==> src/rtl/jt12_slot_pkg.sv <==
// jt12_slot_pkg: shared slot constants, write-arbiter states and slot helpers
package jt12_slot_pkg;
   localparam int SLOTS     = 24;
   localparam int OPS       = 4;
   localparam int CH_PER_OP = 6;

   typedef enum logic [1:0] {
      ST_INIT = 2'd0,
      ST_IDLE = 2'd1,
      ST_WAIT = 2'd2,
      ST_DONE = 2'd3
   } state_t;

   function automatic logic [4:0] slot_of(input logic [2:0] ch, input logic [1:0] op);
      return {1'b0, op, 2'b00} + {2'b00, op, 1'b0} + (ch[2] ? 5'd3 : 5'd0) + {3'b000, ch[1:0]};
   endfunction

   function automatic logic ch_valid(input logic [2:0] ch);
      return ch[1:0] != 2'd3;
   endfunction
endpackage

==> src/rtl/jt12_slot_cnt.sv <==
// jt12_slot_cnt: clk_en-gated mod-24 slot counter with channel/operator decode
module jt12_slot_cnt
   import jt12_slot_pkg::*;
(
   input  logic       clk,
   input  logic       rst,
   input  logic       clk_en,
   output logic [4:0] slot,
   output logic [1:0] cur_op,
   output logic [2:0] cur_ch,
   output logic       zero
);
   logic [4:0] k;

   // advance one slot per enabled clock, wrapping after the last slot
   always_ff @(posedge clk or posedge rst)
      if (rst) slot <= 5'd0;
      else if (clk_en) slot <= (slot == 5'(SLOTS - 1)) ? 5'd0 : slot + 5'd1;

   // operator is the slot's group of six; channel is {upper half, index within half}
   always_comb begin
      cur_op = (slot >= 5'((OPS - 1) * CH_PER_OP)) ? 2'd3 :
               (slot >= 5'(2 * CH_PER_OP))         ? 2'd2 :
               (slot >= 5'(CH_PER_OP))             ? 2'd1 : 2'd0;
      k      = slot - slot_of(3'd0, cur_op);
      cur_ch = (k >= 5'd3) ? {1'b1, k[1:0] + 2'd1} : {1'b0, k[1:0]};
      zero   = slot == 5'd0;
   end
endmodule

==> src/rtl/jt12_slot_sched.sv <==
// jt12_slot_sched: slot sequencer and write arbiter for the 24-stage operator register
module jt12_slot_sched
   import jt12_slot_pkg::*;
#(
   parameter int width = 5
) (
   input  logic             clk,
   input  logic             rst,
   input  logic             clk_en,
   input  logic [width-1:0] fb_din,
   output logic [width-1:0] sh_din,
   output logic [4:0]       slot,
   output logic [1:0]       cur_op,
   output logic [2:0]       cur_ch,
   output logic             zero,
   input  logic             wr_req,
   input  logic [2:0]       wr_ch,
   input  logic [1:0]       wr_op,
   input  logic [width-1:0] wr_data,
   output logic             wr_busy,
   output logic             wr_ack,
   output logic             wr_err
);
   state_t           state, state_nx;
   logic [2:0]       ch_q;
   logic [1:0]       op_q;
   logic [width-1:0] data_q;
   logic             armed;
   logic             hit;

   jt12_slot_cnt u_cnt (
      .clk    (clk),
      .rst    (rst),
      .clk_en (clk_en),
      .slot   (slot),
      .cur_op (cur_op),
      .cur_ch (cur_ch),
      .zero   (zero)
   );

   // armed stays low after a same-slot capture until the counter has moved, forcing a full revolution
   assign hit    = state == ST_WAIT && armed && slot == slot_of(ch_q, op_q);
   assign sh_din = (state == ST_INIT) ? '0 : hit ? data_q : fb_din;

   // next-state selection; only the flush end and the injection wait on clk_en
   always_comb begin
      state_nx = state;
      case (state)
         ST_INIT: state_nx = (clk_en && slot == 5'(SLOTS - 1)) ? ST_IDLE : ST_INIT;
         ST_IDLE: state_nx = (wr_req && ch_valid(wr_ch)) ? ST_WAIT : ST_IDLE;
         ST_WAIT: state_nx = (clk_en && hit) ? ST_DONE : ST_WAIT;
         default: state_nx = ST_IDLE;
      endcase
   end

   // state, registered status pulses and request capture
   always_ff @(posedge clk or posedge rst)
      if (rst) begin
         state   <= ST_INIT;
         wr_busy <= 1'b1;
         wr_ack  <= 1'b0;
         wr_err  <= 1'b0;
         ch_q    <= 3'd0;
         op_q    <= 2'd0;
         data_q  <= '0;
         armed   <= 1'b0;
      end else begin
         state   <= state_nx;
         wr_busy <= state_nx != ST_IDLE;
         wr_ack  <= state_nx == ST_DONE;
         wr_err  <= state == ST_IDLE && wr_req && !ch_valid(wr_ch);
         if (state == ST_IDLE && state_nx == ST_WAIT) begin
            ch_q   <= wr_ch;
            op_q   <= wr_op;
            data_q <= wr_data;
            armed  <= slot_of(wr_ch, wr_op) != slot;
         end else if (clk_en) armed <= 1'b1;
      end
endmodule

==> config.mk <==
export PLATFORM = sky130hd
export DESIGN_NAME = jt12_slot_sched
export DESIGN_NICKNAME = d
export VERILOG_FILES = /design/src/rtl/jt12_slot_pkg.sv /design/src/rtl/jt12_slot_cnt.sv /design/src/rtl/jt12_slot_sched.sv
export SDC_FILE = /design/constraint.sdc
export NUM_CORES = 1
export LEC_CHECK = 0
export BUFFER_PORTS_ARGS = -buffer_cell sky130_fd_sc_hd__buf_2
export CELL_PAD_IN_SITES_DETAIL_PLACEMENT = 0
export CELL_PAD_IN_SITES_GLOBAL_PLACEMENT = 2
export CORE_MARGIN = 8
export CORE_UTILIZATION = 25
export CTS_BUF_LIST = sky130_fd_sc_hd__clkbuf_8
export CTS_CLUSTER_SIZE = 40
export DETAILED_ROUTE_END_ITERATION = 8
export HOLD_SLACK_MARGIN = 0.1
export PLACE_DENSITY = 0.64
export SETUP_SLACK_MARGIN = 0.2
export SLEW_MARGIN = 20
export SYNTH_ARGS = -nofsm -noshare
export SYNTH_HDL_FRONTEND = slang
export SYNTH_SLANG_ARGS = --single-unit
==> constraint.sdc <==
create_clock -name clk -period 6.81 [get_ports clk]
set_input_delay 1.362 -clock clk [delete_from_list [all_inputs] [get_ports clk]]
set_output_delay 1.362 -clock clk [all_outputs]
set_load 0.03 [all_outputs]
Yosys cells after proc, flatten, opt, wreduce, memory -nomap -nowiden
Cells that the tools add are included.
{ "totals": {"in_bits": 19, "ff_bits": 21, "output_inout_bits": 19, "elab_cells": 59} }
{ "classes": {"mux": 15, "reduce_logical": 12, "add_sub_neg": 10, "eq_ne": 9, "order_cmp": 4} }
{ "ops": {"columns": ["cell", "count"], "rows": [
  ["adder 5 x 2 -> 5 bit", 4],
  ["adder 4 x 3 -> 5 bit", 3],
  ["2-to-1 mux 5 bit", 3],
  ["2-to-1 mux 2 bit", 5],
  ["logical AND 1 bit", 8],
  ["equality test 2 bit, second input constant", 3],
  ["one-hot mux 2 bit (3 select lines)", 1],
  ["adder 5 x 1 -> 5 bit, second input constant", 1],
  ["equality test 5 bit", 1],
  ["equality test 5 bit, second input constant", 1],
  ["greater-or-equal comparator 5 x 2 -> 1 bit, second input constant", 1],
  ["greater-or-equal comparator 5 x 3 -> 1 bit, second input constant", 1],
  ["greater-or-equal comparator 5 x 4 -> 1 bit, second input constant", 1],
  ["greater-or-equal comparator 5 bit, second input constant", 1],
  ["logical NOT 5 bit", 1],
  ["2-to-1 mux 1 bit", 5],
  ["!= test 5 bit", 1],
  ["subtractor 5 bit", 1],
  ["2-to-1 mux 3 bit", 1],
  ["adder 2 x 1 -> 2 bit, second input constant", 1],
  ["equality test 2 x 1 -> 1 bit, second input constant", 1],
  ["logical NOT 2 bit", 1],
  ["!= test 2 x 1 -> 1 bit, second input constant", 1],
  ["!= test 2 bit, second input constant", 1],
  ["2 further kinds", 2]
]} }

Logic depth before layout (Yosys ltp)
Gate-level depths: netlist of run 1.
{ "depth": {"word_depth": 11, "depth_mapped": 12, "depth_no_buf": 12} }

Modules after synthesis
A second synthesis of run 1 with hierarchy kept.
{ "hier_totals": {"hier_cells": 185, "hier_area_um2": 1672.9} }
{ "by_module_without_submodules": {"columns": ["module", "n_inst", "area_each_um2", "seq_area_each_um2", "cells_per_inst"], "rows": [
  ["jt12_slot_sched", 1, 1129.8, 401.6, 125],
  ["jt12_slot_cnt", 1, 543.0, 125.1, 60]
]} }

Worst setup path after synthesis of run 1
No wires, ideal clock.
{ "synth_timing": {"path_kind": "register to output", "from": "register u_cnt.slot[0]", "to": "output port cur_ch[0]", "arrival_time_ns": 3.522, "setup_slack_ns": 1.926, "t_required_ns": 5.448, "path_stages_with_launch": 12, "n_path_buf": 0, "path_cell_list": "dfrtp_1 > inv_1 > ha_1 > or2_1 > a21oi_2 > and2_2 > fa_1 > nand2b_1 > a21o_1 > a2111oi_4 > o211ai_2 > xnor2_1"} }
{ "synth_between": {"elab_chain_len": 8, "elab_cells_between_ends": 11, "classes_between": "add/sub (3); order compare (4); mux (4)"} }
{ "synth_lines": {"columns": ["item", "line_no", "text"], "rows": [
  ["start: declaration", "jt12_slot_cnt.sv:8", "output logic [4:0] slot,"],
  ["start signal: assignment", "jt12_slot_cnt.sv:18", "else if (clk_en) slot <= (slot == 5'(SLOTS - 1)) ? 5'd0 : slot + 5'd1;"],
  ["greater-or-equal comparator 5 x 3 -> 1 bit", "jt12_slot_cnt.sv:24", "(slot >= 5'(CH_PER_OP)) ? 2'd1 : 2'd0;"],
  ["2-to-1 mux 1 bit", "jt12_slot_cnt.sv:24", null],
  ["2-to-1 mux 2 bit", "jt12_slot_cnt.sv:23", "(slot >= 5'(2 * CH_PER_OP)) ? 2'd2 :"],
  ["2-to-1 mux 2 bit", "jt12_slot_cnt.sv:22", "cur_op = (slot >= 5'((OPS - 1) * CH_PER_OP)) ? 2'd3 :"],
  ["adder 4 x 3 -> 5 bit", "jt12_slot_pkg.sv:15", "return {1'b0, op, 2'b00} + {2'b00, op, 1'b0} + (ch[2] ? 5'd3 : 5'd0) + {3'b000, ch[1:0]};"],
  ["subtractor 5 bit *", "jt12_slot_cnt.sv:25", "k = slot - slot_of(3'd0, cur_op);"],
  ["greater-or-equal comparator 5 x 2 -> 1 bit", "jt12_slot_cnt.sv:26", "cur_ch = (k >= 5'd3) ? {1'b1, k[1:0] + 2'd1} : {1'b0, k[1:0]};"],
  ["2-to-1 mux 3 bit *", "jt12_slot_cnt.sv:26", null],
  ["end: declaration", "jt12_slot_sched.sv:14", "output logic [2:0] cur_ch,"]
]} }
Every way passes the cells marked *; elsewhere a longest branch is shown, timed or not.

Worst setup path after layout of run 1
{ "layout_timing": {"from": "register u_cnt.slot[0]", "to": "output port cur_ch[1]"} }
{ "layout_between": {"elab_chain_len": 8, "elab_cells_between_ends": 11, "classes_between": "add/sub (3); order compare (4); mux (4)"} }
{ "layout_lines": {"columns": ["item", "line_no"], "rows": [
  ["greater-or-equal comparator 5 x 3 -> 1 bit", "jt12_slot_cnt.sv:24"],
  ["2-to-1 mux 1 bit", "jt12_slot_cnt.sv:24"],
  ["2-to-1 mux 2 bit", "jt12_slot_cnt.sv:23"],
  ["2-to-1 mux 2 bit", "jt12_slot_cnt.sv:22"],
  ["adder 4 x 3 -> 5 bit", "jt12_slot_pkg.sv:15"],
  ["subtractor 5 bit *", "jt12_slot_cnt.sv:25"],
  ["greater-or-equal comparator 5 x 2 -> 1 bit / adder 2 x 1 -> 2 bit (equally long branches)", "jt12_slot_cnt.sv:26"],
  ["2-to-1 mux 3 bit *", "jt12_slot_cnt.sv:26"]
]} }
Marks and branches as above.

==> impl_metrics.tcl, run 1 <==
set metrics [dict create \
    synth_area_leader_cell "dfrtp_1" \
    avgSynthCellArea_um2 9.73 \
    drtIter0Drc 27 \
    ctsResizeCount 0 \
    rows 30 \
    status "complete, no violations" \
    fin_crit_ns 4.88 \
    netlist_instances 177 \
    holdCritPathClass "reg2reg" \
    critPathTopFamily "compound AO/OA/AOI/OAI gates" \
    synth_seq_cells 21 \
    cpMaxStageDelayCell "dfrtp_1" \
    drc_errors 0 \
    met2_length_um 2010 \
    fin_crit_sh_pct 71.7 \
    vias_per_cell 4.60 \
    path_buf_inv 2 \
    fmax_mhz 205 \
    h-tree-depth 1 \
    diodes 0 \
    relSlewSlack_pct 42.9 \
    hp-start "ch_q[1]" \
    drtPass1Iterations 4 \
    io_pins 38 \
    slowest_delay_ns 0.47 \
    synth_ff_type "dfrtp_1" \
    worstMarginPinSlew_ns 0.856 \
    gp_congestion 0.717 \
    final_util_pct 29.9 \
    grt_usage_pct 8.96 \
    cts_setup_buffers 0 \
    fp.dieW_um 99.0 \
    multiInputGateArea_um2 1080 \
    grt_pass1_wl_um 7200 \
    finalNetCount 254 \
    synth_edf_count 0 \
    holdPathStages 2 \
    ys_seq_area_share_pct 30.6 \
    core_um2 6720 \
    drv_cap 0 \
    antenna_found_initial 0 \
    cts_made_buffers 3 \
    syn_area_um2 1720 \
    synth_common_cells "dfrtp_1 (20), ha_1 (18), inv_1 (17)" \
    holdPathEnd "ch_q[1]" \
    highest_layer "met4" \
    async_flop_share_pct 100 \
    path_max_fanout 6 \
    wl_um 4210 \
    drv_slew 0 \
    r2r-end "wr_ack" \
    r2r_slack_ns 4.09 \
    skew_ns 0.00514 \
    start_util_pct 25.6 \
    worstReg2RegStart "op_q[0]" \
    crit_path_end_kind "primary output" \
    wl_met1_um 2030 \
    yosysUniqueCellTypes 44 \
    grt_pass1_vias 1490 \
    routedWlPerCell_um 14.5 \
    synth_top_area_share_pct 29.0 \
    regArea_um2 527 \
    place_inst 287 \
    worstRegToRegCells 10 \
    synth_nets 219 \
    grt_start_max_net_pins 22 \
    crit_path_start_kind "flip-flop" \
    num_vias 1339 \
    final_cells 291 \
    die_area_um2 9800 \
    hold_violations 0 \
    dpl.hpwl_um 3400 \
    crit_required_ns 5.45 \
    setup_tns_ns 0 \
    fp.dieH_um 99.0 \
    yosys-top-cells-area "dfrtp_1 (29%), ha_1 (13%), fa_1 (5.8%), xnor2_1 (5.6%), inv_1 (3.7%)" \
    arrival_ns 3.52 \
    io_buffers 37 \
    rsz0062_at_grt "no" \
    cts.clk_slew.worst_paths_ns 0.08 \
    fillerInstances 730 \
    syn2layout_area_growth_pct 16.7 \
    ctsHoldBuffers 0 \
    cts.sinks 21 \
    setup_viol 0 \
    cts_tree "built" \
    cts_root_buf "clkbuf_8" \
    ys.warnings.count 0 \
    clock_latency_ns 0.26 \
    yosysMostFrequentCell "dfrtp_1" \
    critPathKind "reg2out" \
    drive_gt1_share_pct 25.6 \
    gr-total-overflow 0 \
    path_cells "inv_1 -> ha_1 -> or2_1 -> a21oi_2 -> and2_2 -> fa_1 -> nand2b_1 -> a21o_1 -> a2111oi_4 -> o211ai_2 -> mux2_4 -> buf_2" \
    cts.path.max_buffers 2 \
    dr_wl_met3_um 127 \
    ant_nets 0 \
]
==> how the worst max path moves through the flow <==
stage | from | endpoint | slack, ns | cells after the start
3_3_place_gp | u_cnt.slot[1] | cur_ch[1] | 2.28 | 11
4_1_cts | u_cnt.slot[0] | cur_ch[1] | 1.90 | 12
2_1_floorplan | u_cnt.slot[0] | cur_ch[0] | 1.93 | 11
3_5_place_dp | u_cnt.slot[0] | cur_ch[1] | 2.21 | 12
6_report | u_cnt.slot[0] | cur_ch[1] | 1.93 | 12
5_1_grt | u_cnt.slot[0] | cur_ch[1] | 1.73 | 12
==> logic make-up after synthesis <==
logic type | share of synthesized area [%]
and+or+nand+nor | 14.5
AOI/OAI and AO/OA | 13.4
adders and majority gates | 18.9
DFF | 30.6
xor gates and xnor gates | 10.7
muxes | 5.45
buffers and inverters | 6.46
==> area by class of cell <==
class / count / area share, %
inverters: 18 / 3.36
well taps: 80 / 4.98
flip-flops and latches: 21 / 26.2
clock inverters: 1 / 0.249
repair buffers: 37 / 9.21
multi-input cells: 131 / 54.0
clock buffers: 3 / 2.05
==> per-layer routing <==
layer / vias up / track usage [%]
li1: 668 / -
met1: 648 / 11.9
met2: 21 / 14.7
met3: 2 / 1.69
met4: 0 / 1.77
met5: - / 0
==> flip-flops by register name, indices dropped and copies added, names as in the netlist <==
name / cells
data_q: 5
u_cnt.slot: 5
ch_q: 3
op_q: 2
state: 2
armed: 1
wr_ack: 1
wr_busy: 1
wr_err: 1
==> placed cells by master (no fill, tap or decap), drive strengths merged, types with 2 or more instances in the layout <==
cell    count
dfrtp      20
a21o        5
a21oi       4
nor3        2
o21ai      14
clkbuf      3
ha         18
xor2        6
nand4       3
nand2       8
nand3      10
xnor2      12
buf        37
a211oi      2
nor2       15
nand2b      4
nor2b       2
mux2        8
inv        18
fa          5
==> through the flow <==
stage	instance area [um2]	hold WS, ns	setup slack (ns)
after floorplan	1720	0.464	1.93
after global placement	1960	0.490	2.28
after detailed placement	1960	0.494	2.21
after CTS	2010	0.515	1.90
after global routing	2010	0.545	1.73
final	2010	0.510	1.93
==> worst register-to-register path: cells and delay by family (launching register included) <==
kind	cells	cell delay, ns
adder cells (fa/ha/maj)	3	1.07
AND/OR/NAND/NOR	3	0.71
flip-flops	1	0.39
XOR/XNOR	2	0.36
buffers and inverters	2	0.13
Power of run 1 is not shown: default switching activity piles up to over one toggle a cycle in this logic, so the estimate is an artifact.
==> inputs of run 2 (changes only) <==
Settings changed: PLACE_DENSITY 0.64 to 0.66.
Clock period 6.81 ns to 4.1 ns, I/O delays scaled along.
==> run 2 against run 1 <==
Clock skew grew 0.0046 ns. Critical path depth shrank 1. Wire length shrank 4.2%. Setup slack lost 1.7 ns. Register-to-register slack lost 2.6 ns. Count of clock-buffer cells in the layout is the same. Design area grew 8.5%. Die area is the same. Cell count grew 4.5%. First-iteration DRC count grew 110%. Utilization grew 2.6 points.
==> impl_metrics.tcl, run 2 (same netlist as run 1, synthesis figures left out) <==
set metrics [dict create \
    holdCritPathClass "reg2reg" \
    crit_required_ns 3.28 \
    drtPass1Iterations 4 \
    finalNetCount 267 \
    worstMarginPinSlew_ns 0.804 \
    path_cells "ha_2 -> or2_1 -> a21oi_2 -> and2_4 -> fa_2 -> nand2b_4 -> a21o_1 -> a2111oi_4 -> o211ai_4 -> mux2_4 -> buf_6" \
    path_max_fanout 3 \
    grt_start_max_net_pins 22 \
    setup_tns_ns 0 \
    start_util_pct 25.6 \
    num_vias 1381 \
    dr_wl_met3_um 186 \
    hold_violations 0 \
    io_pins 38 \
    crit_path_end_kind "primary output" \
    path_buf_inv 1 \
    diodes 0 \
    grt_usage_pct 8.57 \
    dpl.hpwl_um 3360 \
    core_um2 6720 \
    crit_path_start_kind "flip-flop" \
    cts_made_buffers 3 \
    multiInputGateArea_um2 1140 \
    wl_met1_um 1890 \
    final_cells 304 \
    rsz0062_at_grt "yes" \
    cpMaxStageDelayCell "fa_2" \
    fmax_mhz 256 \
    critPathTopFamily "compound AO/OA/AOI/OAI gates" \
    cts.path.max_buffers 2 \
    regArea_um2 529 \
    place_inst 292 \
    die_area_um2 9800 \
    drive_gt1_share_pct 34.4 \
    fp.dieH_um 99.0 \
    fp.dieW_um 99.0 \
    wl_um 4040 \
    cts_root_buf "clkbuf_8" \
    layout_common_cells "buf_2 (35), dfrtp_1 (18), inv_1 (17), ha_1 (16), nor2_1 (13)" \
    clock_latency_ns 0.26 \
    relSlewSlack_pct 46.4 \
    reg_top3 "data_q x5, u_cnt.slot x5, ch_q x3" \
    skew_ns 0.00974 \
    routedWlPerCell_um 13.3 \
    cts_tree "built" \
    setup_viol 0 \
    critPathKind "reg2out" \
    arrival_ns 3.09 \
    highest_layer "met4" \
    antenna_found_initial 0 \
    drc_errors 0 \
    met2_length_um 1930 \
    drtIter0Drc 56 \
    gp_congestion 0.800 \
    fin_crit_sh_pct 95.3 \
    fin_crit_ns 3.91 \
    fillerInstances 722 \
    io_buffers 37 \
    grt_pass1_wl_um 6890 \
    ant_nets 0 \
    status "complete, no violations" \
    ctsHoldBuffers 0 \
    drv_cap 0 \
    cts.clk_slew.worst_paths_ns 0.08 \
    layout_commonest_cell "buf_2" \
    rows 30 \
    h-tree-depth 1 \
    slowest_delay_ns 0.46 \
    grt_pass1_vias 1429 \
    cts.sinks 21 \
    gr-total-overflow 0 \
    drv_slew 0 \
    syn2layout_area_growth_pct 26.7 \
    vias_per_cell 4.54 \
]
-- run 2: timing repair --
action                     4_1_cts  5_1_grt
setup endpoints to repair        2        8
pin swaps                        6        4
setup buffers                    6        2
gates resized for setup          8        6
-- run 2: path summary, 6_finish.rpt --
path	from	end	slack [ns]	cells after the start
worst max register to register	ch_q[2]	state[0]	1.50	11
worst min register to register	ch_q[1]	ch_q[1]	0.50	2
max in group asynchronous	rst	u_cnt.slot[2]	2.85	2
worst min-delay path	ch_q[1]	ch_q[1]	0.50	2
worst max-delay path	u_cnt.slot[1]	cur_ch[1]	0.19	11
min in group asynchronous	rst	state[1]	0.70	2
-- run 2: routing by layer --
| layer | global-route usage [%] | up-vias |
|---|---|---|
| li1 | - | 700 |
| met3 | 2.40 | 2 |
| met5 | 0 | - |
| met4 | 1.42 | 0 |
| met2 | 14.3 | 26 |
| met1 | 10.8 | 653 |
-- run 2: worst reg2reg max path, stage by stage (launching register included) --
cell and delay [ns]:
dfrtp_1 0.38, inv_1 0.07, fa_1 0.50, inv_1 0.04
ha_1 0.21, fa_1 0.38, xnor2_1 0.18, xnor2_1 0.16
nand4_1 0.20, buf_4 0.19, o22ai_1 0.10, a22o_1 0.15
-- run 2: stage by stage --
| step | utilization (%) | hold slack [ns] | instance area [um2] | setup slack [ns] |
|---|---|---|---|---|
| after floorplan | - | 0.464 | 1740 | 0.204 |
| after global placement | 30.1 | 0.484 | 2020 | 0.317 |
| after detailed placement | 30.1 | 0.497 | 2020 | 0.282 |
| after CTS | 31.8 | 0.513 | 2140 | 0.176 |
| after global routing | 32.5 | 0.534 | 2180 | 0.0680 |
| final | 32.5 | 0.505 | 2180 | 0.193 |
-- run 2: final cells by class --
class / count / share of cell area, %
repair buffers: 50 / 13.7
clock buffers: 3 / 1.89
inverters: 18 / 3.10
well taps: 80 / 4.59
multi-input cells: 131 / 52.3
flip-flops and latches: 21 / 24.3
clock inverters: 1 / 0.172
Power of run 2 is left out for the same reason.
